<file path="src/rtl/vga_timing_gen.sv">
// VGA raster timing generator with registered sync/RGB output stage.
// Optional macro VGA_TEST_PATTERN_EN adds an 8-bar colour test pattern selected by i_pattern.
module vga_timing_gen #(
  parameter int   H_ACTIVE  = 640,
  parameter int   H_FP      = 16,
  parameter int   H_SYNC    = 96,
  parameter int   H_BP      = 48,
  parameter int   V_ACTIVE  = 480,
  parameter int   V_FP      = 10,
  parameter int   V_SYNC    = 2,
  parameter int   V_BP      = 33,
  parameter int   CLK_DIV   = 1,
  parameter logic HSYNC_POL = 1'b0,
  parameter logic VSYNC_POL = 1'b0,
  parameter int   XW        = 10,
  parameter int   YW        = 10
) (
  input  logic          i_clk,
  input  logic          i_reset,
  input  logic [7:0]    i_rgb,
  input  logic          i_pattern,
  output logic          o_pixel_en,
  output logic [XW-1:0] o_x,
  output logic [YW-1:0] o_y,
  output logic          o_active,
  output logic          o_line_start,
  output logic          o_frame_start,
  output logic          HSYNC,
  output logic          VSYNC,
  output logic [2:0]    o_Red,
  output logic [2:0]    o_Green,
  output logic [1:0]    o_Blue
);

  localparam int H_TOTAL = H_ACTIVE + H_FP + H_SYNC + H_BP;
  localparam int V_TOTAL = V_ACTIVE + V_FP + V_SYNC + V_BP;
  localparam int DW      = (CLK_DIV > 1) ? $clog2(CLK_DIV) : 1;

  localparam logic [DW-1:0] DIV_LAST     = DW'(CLK_DIV - 1);
  localparam logic [XW-1:0] H_LAST       = XW'(H_TOTAL - 1);
  localparam logic [XW-1:0] H_ACT        = XW'(H_ACTIVE);
  localparam logic [XW-1:0] H_SYNC_START = XW'(H_ACTIVE + H_FP);
  localparam logic [XW-1:0] H_SYNC_END   = XW'(H_ACTIVE + H_FP + H_SYNC);
  localparam logic [YW-1:0] V_LAST       = YW'(V_TOTAL - 1);
  localparam logic [YW-1:0] V_ACT        = YW'(V_ACTIVE);
  localparam logic [YW-1:0] V_SYNC_START = YW'(V_ACTIVE + V_FP);
  localparam logic [YW-1:0] V_SYNC_END   = YW'(V_ACTIVE + V_FP + V_SYNC);

  logic [DW-1:0] div_q;
  logic [XW-1:0] h_q;
  logic [YW-1:0] v_q;
  logic          pixel_en;
  logic          h_last;
  logic          v_last;
  logic          active;
  logic          in_hsync;
  logic          in_vsync;
  logic [7:0]    pix_src;
  logic [7:0]    rgb_q;
  logic          hsync_q;
  logic          vsync_q;

  // Request side is combinational so reset forces the strobes low in the same cycle.
  assign pixel_en = ~i_reset & (div_q == DIV_LAST);
  assign h_last   = (h_q == H_LAST);
  assign v_last   = (v_q == V_LAST);
  assign active   = ~i_reset & (h_q < H_ACT) & (v_q < V_ACT);
  assign in_hsync = (h_q >= H_SYNC_START) && (h_q < H_SYNC_END);
  assign in_vsync = (v_q >= V_SYNC_START) && (v_q < V_SYNC_END);

  always_ff @(posedge i_clk) begin
    if (i_reset) begin
      div_q <= '0;
    end else if (div_q == DIV_LAST) begin
      div_q <= '0;
    end else begin
      div_q <= div_q + 1'b1;
    end
  end

  always_ff @(posedge i_clk) begin
    if (i_reset) begin
      h_q <= '0;
      v_q <= '0;
    end else if (pixel_en) begin
      if (h_last) begin
        h_q <= '0;
        v_q <= v_last ? '0 : v_q + 1'b1;
      end else begin
        h_q <= h_q + 1'b1;
      end
    end
  end

`ifdef VGA_TEST_PATTERN_EN
  localparam logic [XW+2:0] BAR_DIV = (XW+3)'(H_ACTIVE);
  logic [2:0] bar_idx;

  // Bar index is only meaningful inside the active area; blanking masks the rest.
  assign bar_idx = 3'(({3'b000, h_q} << 3) / BAR_DIV);
  assign pix_src = i_pattern ? {{3{bar_idx[2]}}, {3{bar_idx[1]}}, {2{bar_idx[0]}}} : i_rgb;
`else
  logic unused_pattern;
  assign unused_pattern = i_pattern;
  assign pix_src        = i_rgb;
`endif

  // Display side lags the request side by exactly one pixel period.
  always_ff @(posedge i_clk) begin
    if (i_reset) begin
      hsync_q <= ~HSYNC_POL;
      vsync_q <= ~VSYNC_POL;
      rgb_q   <= '0;
    end else if (pixel_en) begin
      hsync_q <= in_hsync ? HSYNC_POL : ~HSYNC_POL;
      vsync_q <= in_vsync ? VSYNC_POL : ~VSYNC_POL;
      rgb_q   <= active ? pix_src : '0;
    end
  end

  assign o_pixel_en    = pixel_en;
  assign o_x           = h_q;
  assign o_y           = v_q;
  assign o_active      = active;
  assign o_line_start  = pixel_en & (h_q == '0);
  assign o_frame_start = pixel_en & (h_q == '0) & (v_q == '0);
  assign HSYNC         = hsync_q;
  assign VSYNC         = vsync_q;
  assign o_Red         = rgb_q[7:5];
  assign o_Green       = rgb_q[4:2];
  assign o_Blue        = rgb_q[1:0];

endmodule

</file>
<file path="config.mk">
export PLATFORM = sky130hd
export DESIGN_NAME = vga_timing_gen
export DESIGN_NICKNAME = d
export VERILOG_FILES = /design/src/rtl/vga_timing_gen.sv
export SDC_FILE = /design/constraint.sdc
export NUM_CORES = 1
export LEC_CHECK = 0
export ABC_AREA = 1
export CORE_MARGIN = 2
export CORE_UTILIZATION = 45
export DETAILED_ROUTE_END_ITERATION = 8
export PLACE_DENSITY = 0.76
export SYNTH_ARGS = -nofsm -noshare
export SYNTH_HDL_FRONTEND = slang
export SYNTH_SLANG_ARGS = --single-unit
export TNS_END_PERCENT = 10
</file>
<file path="constraint.sdc">
create_clock -name i_clk -period 1.55 [get_ports i_clk]
set_input_delay 0.2325 -clock i_clk [delete_from_list [all_inputs] [get_ports i_clk]]
set_output_delay 0.2325 -clock i_clk [all_outputs]
set_load 0.005 [all_outputs]
</file>
; ---- Yosys cells after proc, flatten, opt, wreduce, memory -nomap -nowiden
; Index checks and enable logic that the tools add are counted.
[op_classes]
add_sub_neg = 3
n_mul = 0
n_div = 0
magnitude_cmp = 6
n_eq_ne = 2
shift = 0
n_mux = 5
bitwise = 7
reduce_logical = 6
[ops]
columns = cell, count
row1 = $add A10 B1 Y10 const B, 2
row2 = $eq A10 B10 Y1 const B, 2
row3 = $logic_not A10 Y1, 2
row4 = $lt A10 B10 Y1 const B, 2
row5 = $lt A10 B9 Y1 const B, 2
row6 = $mux W10, 2
row7 = $ge A10 B10 Y1 const B, 1
row8 = $ge A10 B9 Y1 const B, 1
row9 = $mux W8, 1
row10 = $and A1 B1 Y1, 5
row11 = $logic_and A1 B1 Y1, 2
row12 = $mux W1, 2
row13 = $not A1 Y1, 2
row14 = $reduce_and A2 Y1, 1
row15 = $reduce_or A2 Y1, 1
row16 = $add A1 B1 Y1 const B, 1
[totals]
ff_bits = 31
latch_bits = 0
ramBits = 0
romBits = 0
in_bits = 11
out_inout_bits = 34
word_cells = 35
n_memories = 0

; ---- Longest topological paths before layout
[logic_depth]
ltp_word = 4
ltp_mapped = 10
mapped_depth_nobuf = 9

; ---- Worst setup path after synthesis
; No wires, ideal clock.
[synth_timing]
kind = reg-to-reg
start = reg h_q[0] (netlist: o_x[0])
end = reg v_q[9] (netlist: o_y[9])
setup_ns = 0.118
arrival_time_ns = 1.267
t_required_ns = 1.432
setup_slack_ns = 0.165
path_stages_with_launch = 10
path_buffers = 1
period_less_slack_ns = 1.385
cell_sequence = dfxtp_1 ha_1 nand3_2 nor2_2 nand3_2 buf_6 nor2_1 nand2_1 nand2_1 nor2_1
[synth_between]
elab_chain_cells = 2
[synth_rtl]
columns = element, line_no
row1 = "start, declared", 50  ; logic [XW-1:0] h_q;
row2 = "start signal, assigned", 90  ; h_q <= h_q + 1'b1;
row3 = $eq A10 B10 Y1, 65  ; assign h_last = (h_q == H_LAST);
row4 = $reduce_and A2 Y1 (no line), --
row5 = "end signal, assigned", 88  ; v_q <= v_last ? '0 : v_q + 1'b1;
row6 = "end, declared", 51  ; logic [YW-1:0] v_q;
; No other way between the ends.
; A chain may end at the register's enable or synchronous reset.

; ---- Final worst setup path
[layout_timing]
start = reg v_q[1] (netlist: o_y[1])
end = out o_frame_start
[layout_between]
elab_chain_cells = 2
[layout_rtl]
columns = element, line_no
row1 = $logic_not A10 Y1, 126  ; assign o_frame_start = pixel_en & (h_q == '0) & (v_q == '0);
row2 = $and A1 B1 Y1, 126
row3 = "end, declared", 27  ; output logic o_frame_start,
; No other way between the ends.

==> impl_metrics.env <==
export IMPL_yosysWarningCount=0
export IMPL_clock_root_buffer="clkbuf_8"
export IMPL_gp_congestion=0.866
export IMPL_io_pins=45
export IMPL_fin_total_pwr_uw=1800
export IMPL_holdPathStages=2
export IMPL_area_growth_synth_to_final_pct=57.9
export IMPL_port_buffers=43
export IMPL_synth_top_cell_by_area="dfxtp_1"
export IMPL_cts_max_level=2
export IMPL_grt_pass1_wl_microns=8040
export IMPL_cap_violations=0
export IMPL_arrival_ns=1.48
export IMPL_crit_path_start_kind="flip-flop"
export IMPL_cpMaxStageDelayCell="dfxtp_1"
export IMPL_synth_area_per_cell_sq_um=6.68
export IMPL_synth_area_leaders="dfxtp_1 37%, nand2_1 13%, nand3_1 11%"
export IMPL_fp_dieArea_sq_mm=0.00418
export IMPL_clock_latency_ns=0.29
export IMPL_track_usage_pct=25.2
export IMPL_wirelength_microns=4780
export IMPL_grt_overflow_total=0
export IMPL_n_antenna_cell=0
export IMPL_firstDrtPassIters=4
export IMPL_ys_ff_latch=31
export IMPL_cts_sinks=31
export IMPL_final_area_sq_mm=0.00262
export IMPL_rsz0062_at_grt="true"
export IMPL_fin_ws_ns=-0.159
export IMPL_post_dp_cell_area_sq_mm=0.00243
export IMPL_synth_area_sq_mm=0.00166
export IMPL_outcome="complete, but fails checks"
export IMPL_clk_pin_slew_ns=0.07
export IMPL_drc=0
export IMPL_period_needed_ns=1.71
export IMPL_core_sq_mm=0.00361
export IMPL_crit_path_end_kind="output port"
export IMPL_r2r_start="o_x[1]"
export IMPL_rr_worst_depth=9
export IMPL_start_util_pct=45.9
export IMPL_first_global_vias=1813
export IMPL_yosysUniqueCellTypes=28
export IMPL_worstPathCellList="inv_1 > ha_1 > nand2_1 > nor2_2 > nand3_1 > nor3_2 > buf_2"
export IMPL_layout_drive_gt1_share_pct=26.7
export IMPL_yosysSeqAreaShare_pct=37.5
export IMPL_hold_violations=0
export IMPL_startpoint="o_y[1]"
export IMPL_critPathMaxFanout=2
export IMPL_routedWlPerCell_microns=12.4
export IMPL_synth_top_area_share_pct=37.5
export IMPL_power_density_mw_per_mm2=686
export IMPL_dp_hpwl_microns=3590
export IMPL_hold_ws_ns=0.477
export IMPL_syn_inst=248
export IMPL_min_from="rgb_q[5]"
export IMPL_drt_initial_drc_count=93
export IMPL_grt_start_max_net_pins=16
export IMPL_cts_inserted_buffers=5
export IMPL_finalCritPeriodShare_pct=110
export IMPL_antenna_found_initial=0
export IMPL_slew_violations=0
export IMPL_ir_drop_v=0.000670
export IMPL_num_rows=22
export IMPL_nets=351
export IMPL_violations="setup timing"
export IMPL_finClkSkew_ns=0.00948
export IMPL_syn_nets=263
export IMPL_via_per_inst=4.95
export IMPL_cts_path_max_buffers=2
export IMPL_fp_dieW_microns=64.7
export IMPL_p_leak_uw=0.00117
export IMPL_slowest_delay_ns=0.32
export IMPL_vias=1905
export IMPL_ant_nets=0
export IMPL_die_y_microns=64.7
export IMPL_hold_class="reg2reg"
export IMPL_setup_violations=1
export IMPL_cp_required_ns=1.32
export IMPL_cts_tree="built"
export IMPL_path_class="reg2out"
export IMPL_fmax_ghz=0.585
## where the power goes
| part | switching [uW] | internal [uW] |
|---|---|---|
| combinational | 80.4 | 96.4 |
| sequential | 8.54 | 811 |
| clock | 322 | 478 |
| total | 411 | 1390 |
## flip-flops by register name, indices dropped and copies added (netlist names)
| register | flops |
|---|---|
| HSYNC | 1 |
| VSYNC | 1 |
| div_q | 1 |
| o_x | 10 |
| o_y | 10 |
| rgb_q | 8 |
## per-stage QoR
stage	util, %	TNS (ns)	setup WS, ns	std cells
final	72.6	-0.159	-0.159	385
after CTS	71.9	-0.339	-0.191	385
after detailed placement	67.5	-5.61	-0.431	376
after floorplan	-	0	0.165	248
after global placement	67.5	-5.00	-0.430	376
after global routing	72.6	-0.636	-0.265	385
## path summary, 6_finish.rpt
check / slack, ns / to
max reg2reg: 0.03 / o_x[9]
min: 0.48 / rgb_q[5]
min reg2reg: 0.48 / rgb_q[5]
max: -0.16 / o_frame_start
## per-layer routing
metal	global-route usage (%)	vias up	part of all wire, %
li1	-	966	-
met1	29.3	877	42
met2	43.8	49	50
met3	5.38	13	5.3
met4	12.0	0	2.7
met5	0	-	0
## area by class of cell
cell class              count  area, sq um
inverters                  32          121
clock buffers               5         68.8
repair buffers             88          762
multi-input cells         178          930
well taps                  48         60.1
fillers                   289          990
clock inverters             3         43.8
flip-flops and latches     31          631
## synth_stat cells
cell and number:
buf_2 4, clkinv_2 1, inv_1 31, a41oi_1 1
nand2_1 59, o21ai_1 1, nand3_1 35, nor3_1 7
xor2_1 2, o21ai_0 4, nor3_4 1, o21bai_2 2
dfxtp_1 31, a31oi_1 1, ha_1 4, nand3b_1 2
nor2_1 40, nor2_2 3, conb_1 1, nand4_1 5
o22ai_1 1, clkbuf_1 1, a21oi_1 4, o21ai_2 2
nor2_4 1, buf_4 1, nand3_2 2, buf_6 1
## repair_timing
| item | in CTS | in global routing |
|---|---|---|
| setup endpoints to repair | 6 | 20 |
| hold buffers | 0 | 0 |
| resized for setup | 26 | 13 |
| pin swaps | 3 | 3 |
| buffers inserted | 1 | 0 |
## worst max-delay path, delay by kind of cell (launching register included)
kind	cells	cell delay (ns)
simple gates	4	0.50
flops	1	0.32
buf+inv	2	0.22
fa+ha+maj	1	0.15
## layout by cell type (no fill, tap or decap), types with 2 or more instances in the layout
master / netlist / routed
nand3_2: 2 / 3
clkinv_2: 1 / 2
nor3_2: 0 / 2
nand3b_1: 2 / 2
nand2_2: 0 / 3
inv_1: 31 / 28
dfxtp_1: 31 / 23
nor3_1: 7 / 5
a21oi_1: 4 / 4
clkdlybuf4s50_1: 0 / 38
clkbuf_8: 0 / 5
ha_1: 4 / 2
o21ai_2: 2 / 2
o21bai_2: 2 / 2
buf_6: 1 / 2
buf_4: 1 / 43
o21ai_0: 4 / 4
nand2_1: 59 / 56
nand3_1: 35 / 34
inv_2: 0 / 3
nor2_4: 1 / 3
dlygate4sd2_1: 0 / 3
xor2_1: 2 / 2
nor2_1: 40 / 36
nand4_1: 5 / 5
nor2_2: 3 / 5
buf_2: 4 / 2
dfxtp_2: 0 / 8
## cell families after synthesis
kind of cell / after synthesis / share of synthesized area [%]
AO/OA/AOI/OAI: 16 / 6.42
XOR/XNOR: 2 / 1.06
adder cells (fa/ha/maj): 4 / 3.02
buffers and inverters: 39 / 9.89
flip-flops: 31 / 37.5
other: 1 / 0.226
AND/OR/NAND/NOR: 155 / 41.9
Power figures use the tool's default switching activity.
